$ cat src/rtl/uart_pkg.sv
// uart_pkg: shared types and defaults for the UART transmit arbiter slice.
//   uart_state_t      - arbiter FSM states (IDLE, WAIT_START, WAIT_DONE)
//   UART_NUM_REQ      - default number of requesters sharing the transmitter
//   UART_BUSY_TIMEOUT - default cycles allowed for busy to rise after launch
//   DATA_W            - UART byte width
//   id_width()        - width of a requester index (at least one bit)
package uart_pkg;

  localparam int UART_NUM_REQ      = 4;
  localparam int UART_BUSY_TIMEOUT = 16;
  localparam int DATA_W            = 8;

  typedef enum logic [1:0] {
    IDLE       = 2'd0,
    WAIT_START = 2'd1,
    WAIT_DONE  = 2'd2
  } uart_state_t;

  // A single requester still needs a one-bit index signal.
  function automatic int id_width(input int n);
    return (n > 1) ? $clog2(n) : 1;
  endfunction

endpackage

$ cat src/rtl/uart_tx_arbiter_if.sv
// Uart_Interface: requester bundle and UART transmitter handshake.
//   req[NUM_REQ]          - per-requester request, held until ack
//   req_data[NUM_REQ][8]  - per-requester byte, stable while req high
//   ack[NUM_REQ]          - one-cycle one-hot acceptance pulse
//   transmit              - one-cycle launch pulse to the UART
//   TxData[8]             - byte presented to the UART, held between launches
//   busy                  - UART transmitter busy flag
//   grant_id              - index of the last launched requester
//   tx_error              - one-cycle pulse, busy never rose after a launch
// Modports: master = arbiter side, slave = requesters/UART side.
interface Uart_Interface
  import uart_pkg::*;
#(
  parameter int NUM_REQ = UART_NUM_REQ
);

  localparam int ID_W = id_width(NUM_REQ);

  logic [NUM_REQ-1:0]             req;
  logic [NUM_REQ-1:0][DATA_W-1:0] req_data;
  logic [NUM_REQ-1:0]             ack;
  logic                           transmit;
  logic [DATA_W-1:0]              TxData;
  logic                           busy;
  logic [ID_W-1:0]                grant_id;
  logic                           tx_error;

  modport master (
    input  req, req_data, busy,
    output ack, transmit, TxData, grant_id, tx_error
  );

  modport slave (
    output req, req_data, busy,
    input  ack, transmit, TxData, grant_id, tx_error
  );

endinterface

$ cat src/rtl/uart_rr_pick.sv
// uart_rr_pick: combinational round-robin selector.
//   req[NUM_REQ] - active requests
//   last[ID_W]   - index granted most recently
//   winner[ID_W] - first active request searching upward from last+1,
//                  wrapping NUM_REQ-1 -> 0 (last itself is searched last)
//   valid        - at least one request is active
module uart_rr_pick #(
  parameter int NUM_REQ = 4,
  parameter int ID_W    = 2
) (
  input  logic [NUM_REQ-1:0] req,
  input  logic [ID_W-1:0]    last,
  output logic [ID_W-1:0]    winner,
  output logic               valid
);

  logic [ID_W-1:0] idx;

  // Walk candidates from the farthest to the nearest so the nearest
  // active request is the final assignment and therefore wins.
  always_comb begin
    winner = last;
    valid  = |req;
    idx    = '0;
    for (int i = NUM_REQ; i >= 1; i--) begin
      idx = ID_W'((int'(last) + i) % NUM_REQ);
      if (req[idx]) begin
        winner = idx;
      end
    end
  end

endmodule

$ cat src/rtl/uart_tx_arbiter.sv
// uart_tx_arbiter: shares one UART transmitter among NUM_REQ requesters.
//   clk   - system clock, rising edge
//   reset - synchronous active-high reset
//   bus   - Uart_Interface.master: requests/bytes in, acks out, UART
//           launch (transmit/TxData), busy in, grant_id and tx_error out
// A launch registers transmit, ack[winner], TxData and grant_id together, so
// all of them appear in the cycle after the arbitration edge. The arbiter
// then waits for busy to rise (bounded by BUSY_TIMEOUT) and to fall again
// before it arbitrates once more.
module uart_tx_arbiter
  import uart_pkg::*;
#(
  parameter int NUM_REQ      = UART_NUM_REQ,
  parameter int BUSY_TIMEOUT = UART_BUSY_TIMEOUT
) (
  input logic           clk,
  input logic           reset,
  Uart_Interface.master bus
);

  localparam int ID_W  = id_width(NUM_REQ);
  localparam int CNT_W = $clog2(BUSY_TIMEOUT + 1);

  uart_state_t        state_q, state_d;
  logic [CNT_W-1:0]   cnt_q, cnt_d;
  logic [ID_W-1:0]    grant_q, grant_d;
  logic [DATA_W-1:0]  data_q, data_d;
  logic [NUM_REQ-1:0] ack_q, ack_d;
  logic               transmit_q, transmit_d;
  logic               tx_error_q, tx_error_d;

  logic [ID_W-1:0]    pick_id;
  logic               pick_vld;

  uart_rr_pick #(
    .NUM_REQ (NUM_REQ),
    .ID_W    (ID_W)
  ) u_pick (
    .req    (bus.req),
    .last   (grant_q),
    .winner (pick_id),
    .valid  (pick_vld)
  );

  // True on the WAIT_START edge that completes the allowed wait.
  function automatic logic timeout_hit(input logic [CNT_W-1:0] cnt);
    return cnt == CNT_W'(BUSY_TIMEOUT - 1);
  endfunction

  // Next-state and next-output decode
  always_comb begin
    state_d    = state_q;
    cnt_d      = cnt_q;
    grant_d    = grant_q;
    data_d     = data_q;
    ack_d      = '0;
    transmit_d = 1'b0;
    tx_error_d = 1'b0;

    case (state_q)
      IDLE: begin
        if (pick_vld && !bus.busy) begin
          transmit_d     = 1'b1;
          ack_d[pick_id] = 1'b1;
          data_d         = bus.req_data[pick_id];
          grant_d        = pick_id;
          cnt_d          = '0;
          state_d        = WAIT_START;
        end
      end

      WAIT_START: begin
        if (bus.busy) begin
          state_d = WAIT_DONE;
        end else if (timeout_hit(cnt_q)) begin
          cnt_d      = CNT_W'(BUSY_TIMEOUT);
          tx_error_d = 1'b1;
          state_d    = IDLE;
        end else begin
          cnt_d = cnt_q + CNT_W'(1);
        end
      end

      WAIT_DONE: begin
        if (!bus.busy) begin
          state_d = IDLE;
        end
      end

      default: begin
        state_d = IDLE;
      end
    endcase
  end

  // State and output registers
  always_ff @(posedge clk) begin
    if (reset) begin
      state_q    <= IDLE;
      cnt_q      <= '0;
      grant_q    <= ID_W'(NUM_REQ - 1);
      data_q     <= '0;
      ack_q      <= '0;
      transmit_q <= 1'b0;
      tx_error_q <= 1'b0;
    end else begin
      state_q    <= state_d;
      cnt_q      <= cnt_d;
      grant_q    <= grant_d;
      data_q     <= data_d;
      ack_q      <= ack_d;
      transmit_q <= transmit_d;
      tx_error_q <= tx_error_d;
    end
  end

  assign bus.ack      = ack_q;
  assign bus.transmit = transmit_q;
  assign bus.TxData   = data_q;
  assign bus.grant_id = grant_q;
  assign bus.tx_error = tx_error_q;

endmodule

$ cat src/flat_wrapper.sv
// flat-port wrapper written by rule: the top's interface ports become plain ports
module uart_tx_arbiter_flat import uart_pkg::*;
#(
  parameter int NUM_REQ      = UART_NUM_REQ,
  parameter int BUSY_TIMEOUT = UART_BUSY_TIMEOUT
)
  (clk, reset, bus_req, bus_req_data, bus_busy, bus_ack, bus_transmit, bus_TxData, bus_grant_id, bus_tx_error);
  Uart_Interface #(.NUM_REQ(NUM_REQ)) bus_i ();
  input logic clk;
  input logic reset;
  input wire logic [$bits(bus_i.req)-1:0] bus_req;
  input wire logic [$bits(bus_i.req_data)-1:0] bus_req_data;
  input wire logic [$bits(bus_i.busy)-1:0] bus_busy;
  output wire logic [$bits(bus_i.ack)-1:0] bus_ack;
  output wire logic [$bits(bus_i.transmit)-1:0] bus_transmit;
  output wire logic [$bits(bus_i.TxData)-1:0] bus_TxData;
  output wire logic [$bits(bus_i.grant_id)-1:0] bus_grant_id;
  output wire logic [$bits(bus_i.tx_error)-1:0] bus_tx_error;
  assign bus_i.req = bus_req;
  assign bus_i.req_data = bus_req_data;
  assign bus_i.busy = bus_busy;
  assign bus_ack = bus_i.ack;
  assign bus_transmit = bus_i.transmit;
  assign bus_TxData = bus_i.TxData;
  assign bus_grant_id = bus_i.grant_id;
  assign bus_tx_error = bus_i.tx_error;
  uart_tx_arbiter #(.NUM_REQ(NUM_REQ), .BUSY_TIMEOUT(BUSY_TIMEOUT)) u_core (.clk(clk), .reset(reset), .bus(bus_i));
endmodule
$ cat config.mk
export PLATFORM = sky130hd
export DESIGN_NAME = uart_tx_arbiter_flat
export DESIGN_NICKNAME = d
export VERILOG_FILES = /design/src/rtl/uart_pkg.sv /design/src/rtl/uart_tx_arbiter_if.sv /design/src/rtl/uart_rr_pick.sv /design/src/rtl/uart_tx_arbiter.sv /design/src/flat_wrapper.sv
export SDC_FILE = /design/constraint.sdc
export NUM_CORES = 1
export LEC_CHECK = 0
export CORE_MARGIN = 1.5
export CORE_UTILIZATION = 41
export CTS_CLUSTER_DIAMETER = 60
export CTS_CLUSTER_SIZE = 25
export DETAILED_ROUTE_END_ITERATION = 7
export PLACE_DENSITY = 0.77
export SYNTH_ARGS = -nofsm -noshare
export SYNTH_HDL_FRONTEND = slang
export SYNTH_SLANG_ARGS = --single-unit
export TNS_END_PERCENT = 30
$ cat constraint.sdc
create_clock -name clk -period 3.3 [get_ports clk]
set_input_delay 0.825 -clock clk [delete_from_list [all_inputs] [get_ports clk]]
set_output_delay 0.825 -clock clk [all_outputs]
set_load 0.005 [all_outputs]
==> impl_results.rst <==
.. list-table::
   :header-rows: 1

   * - Metric
     - Value
   * - Part of the cycle the worst path needs
     - 0.767
   * - Most common cell after layout, fill and taps aside
     - clkdlybuf4s50_1
   * - Clock buffers created by TritonCTS
     - 3
   * - Commonest non-fill, non-tap cells in the layout
     - clkdlybuf4s50_1 (54), nor2_1 (25), dfxtp_1 (23), nor4_1 (9)
   * - Worst clock skew
     - 0.00625 ns
   * - Reg2reg start
     - u_core.cnt_q[0]
   * - Number of buffers inserted to repair setup after CTS
     - 0
   * - Worst-Margin Slew
     - 0.741 ns
   * - WS Path Type
     - input pin to flop
   * - Run status
     - finished clean
   * - Pre-CTS setup slack
     - 0.425 ns
   * - Count of unique library cells instantiated by Yosys
     - 41
   * - Number of hold-slack violations in the final timing report
     - 0
   * - Total placed cells including tap cells
     - 245
   * - Number of levels in the clock H-tree
     - 1
   * - Seq/Total Area, Yosys
     - 0.347
   * - Wire length of the first global-routing pass
     - 5.68 mm
   * - Buffers on Ports
     - 54
   * - Global-route usage over all layers
     - 0.212
   * - Remaining routing DRC violations
     - 0
   * - Leakage dissipation
     - 0.757 nW
   * - Critical-path cell list
     - clkdlybuf4s50_1, nor2b_1, o21ba_1, nor3_4, buf_4, mux2_1, o211a_1
   * - Number of instances in the synthesized netlist
     - 154
   * - Number of nets in the layout
     - 247
   * - Via count of the first global-routing pass
     - 1,271
   * - Family with the most delay on the worst path
     - buffers and inverters
   * - Reg2Reg Capture Point
     - u_core.cnt_q[2]
   * - Initial antenna violation count
     - 0
   * - Fmax
     - 395 MHz
   * - Clock period minus worst slack
     - 2.53 ns
   * - Die area
     - 0.00359 mm2
   * - Clock tree from TritonCTS
     - yes
   * - Row count
     - 20
   * - Detailed-route wire length
     - 3.41 mm
   * - Synth Flop Type
     - dfxtp_1
   * - R2r setup slk
     - 1.22 ns
   * - Avg Cell Area, Syn
     - 8.62 um2
   * - Post-CTS resize count
     - 0
   * - Kind of launch point of the worst setup path
     - input pin
   * - CTS clock-pin slew for the worst setup and hold paths
     - 0.12 ns
   * - Vias per cell
     - 5.47
   * - Number of diodes
     - 0
   * - Worst hold path stage count
     - 2
   * - Max-slew headroom
     - 0.504
   * - Vertical die dimension
     - 59.9 um
   * - Launch point of the worst hold path
     - u_core.cnt_q[3]
   * - Max Transition Viols Final
     - 0
   * - Antenna-violating nets left
     - 0
   * - Req. time, crit path
     - 3.53 ns
   * - Proportion of netlist area held by the largest area contributor
     - 0.347
   * - Number of filler instances in the final layout
     - 285
   * - Area of the mapped netlist
     - 0.00133 mm2
   * - Largest stage delay on the critical path
     - 0.53 ns
   * - TNS Setup
     - 0 ns
   * - Routed wire per std cell
     - 13.7 um
   * - Total core area
     - 0.00305 mm2
   * - Number of nets produced by synthesis
     - 195
   * - Final setup vio count
     - 0
   * - Post-synthesis cell type with the largest combined area
     - dfxtp_1
   * - Proportion of layout cells with a drive suffix above 1
     - 0.0683
   * - Initial standard-cell utilization of the core
     - 0.435
   * - Yosys Warn Count
     - 0
   * - GRT Residual Overflow
     - 0
   * - Largest fanout on the critical path
     - 9
   * - Maximum root-to-sink buffer count
     - 2
   * - Worst min-delay path category
     - flop to flop
   * - Via count
     - 1,362
   * - Detailed placer's ending HPWL
     - 2.76 mm
   * - Hold Path End
     - u_core.cnt_q[3]
   * - EDFF count, synth
     - 0
   * - Flip-flop and latch count after synthesis
     - 23
   * - IO Count
     - 55
   * - Setup repair after global routing missed its margin
     - false
   * - R2R depth
     - 6
   * - First-pass iteration count of the detailed router
     - 4
   * - Critical path capture point type
     - flop
   * - Initial detailed-routing violation count
     - 46
   * - Arrival time of data at the critical path endpoint
     - 2.76 ns
   * - Max Cap Violations
     - 0
   * - Crit path buf inv count
     - 2
   * - Critical Path Slowest Stage Cell
     - clkdlybuf4s50_1
   * - Least setup slack across all paths after layout
     - 0.769 ns
   * - Power density normalized to cell area
     - 353 mW/mm2
   * - Die extent in x
     - 59.9 um
   * - Root Driver
     - clkbuf_4
   * - Maximum number of pins on one net before global-route repair
     - 22
   * - Sinks on Clock Net
     - 23
   * - Last weighted congestion value of the routability-driven placer
     - 0.819
   * - Async set-or-reset flop fraction in the synthesized netlist
     - 0
   * - Number of buffers inserted by hold repair at cts
     - 0
   * - Synth-to-layout area growth
     - 44.5%
   * - Cell Count, Final, Fillers Out
     - 249
   * - Area contributors post-synth
     - dfxtp_1 (35%), nor2_1 (7.1%), mux2_1 (5.9%)
   * - Clock latency on the worst-skew pair
     - 0.32 ns
   * - Worst voltage drop across the vdd grid
     - 0.000181 V
where the power goes:
group | switching (mW) | internal, mW | total (mW)
Clock | 0.0895 | 0.0455 | 0.135
Sequential | 0.0164 | 0.298 | 0.314
Combinational | 0.0979 | 0.129 | 0.227
Total | 0.204 | 0.473 | 0.677
worst register-to-register path, cell delays in order, from the launching register on:
cell and delay (ns):
dfxtp_1 0.36, ha_1 0.23, and3_1 0.20, ha_1 0.26
or3_1 0.40, or3b_1 0.38, a21oi_1 0.17
cell usage after synthesis (2+ instances only):
cell and n:
nor2_1 25, a211o_1 2, o21ai_1 4, inv_1 3
buf_6 2, nor3b_1 2, ha_1 2, o21bai_1 2
o21ai_0 6, nor3_1 6, mux2_1 7, nand2b_1 2
nand3_1 2, or3_1 2, nor2b_1 4, a31oi_1 7
clkbuf_1 5, dfxtp_1 23, and3_1 3, buf_2 2
or3b_1 3, a21oi_1 6, o211a_1 7, nor4_1 9
nand2_1 2
cell type report:
class / count / area [um2] / area share
multi-input combinational: 118 / 801 / 0.417
timing repair buffer: 57 / 563 / 0.294
sequential: 23 / 460 / 0.240
tap: 44 / 55.1 / 0.0287
clock buffer: 3 / 22.5 / 0.0117
inverter: 3 / 11.3 / 0.00587
clock inverter: 1 / 5.00 / 0.00261
logic make-up after synthesis:
| kind of cell | after synthesis | share of synthesized area |
|---|---|---|
| AO/OA/AOI/OAI | 39 | 0.207 |
| XOR/XNOR | 1 | 0.00660 |
| adder cells (fa/ha/maj) | 2 | 0.0188 |
| buffers and inverters | 13 | 0.0500 |
| flip-flops | 23 | 0.347 |
| multiplexers | 8 | 0.0669 |
| AND/OR/NAND/NOR | 68 | 0.303 |
state kept, by name (all words and copies together) (netlist names):
signal	count
u_core.state_q	2
u_core.bus.transmit	1
u_core.bus.grant_id	2
u_core.bus.TxData	8
u_core.bus.tx_error	1
u_core.bus.ack	4
u_core.cnt_q	5
worst max-delay path by stage:
| stage | from | to | slack [ns] | cells after the start |
|---|---|---|---|---|
| floorplan | bus_req[3] | u_core.bus.TxData[2] | 1.08 | 7 |
| global placement | bus_req[3] | u_core.bus.TxData[6] | 0.48 | 7 |
| detailed placement | bus_req[1] | u_core.bus.TxData[3] | 0.42 | 7 |
| CTS | bus_req[1] | u_core.bus.TxData[1] | 0.77 | 7 |
| global route | bus_req[3] | u_core.bus.TxData[7] | 0.68 | 7 |
| finish | bus_req[1] | u_core.bus.TxData[1] | 0.77 | 7 |
per-stage QoR:
step	utilization	hold slack, ns	power [mW]	cell area (um2)
floorplan	-	0.457	0.441	1330
global placement	0.619	0.469	0.544	1890
detailed placement	0.619	0.495	0.547	1890
CTS	0.628	0.513	0.680	1920
global route	0.628	0.561	0.721	1920
finish	0.628	0.503	0.677	1920
routing by layer:
layer	up-vias	global-route usage	routed length [um]
met5	-	0	0
met4	0	0.0952	59
met3	7	0.0433	220
met2	59	0.351	1690
met1	624	0.262	1440
li1	672	-	-
(Power assumes the default switching activity.)
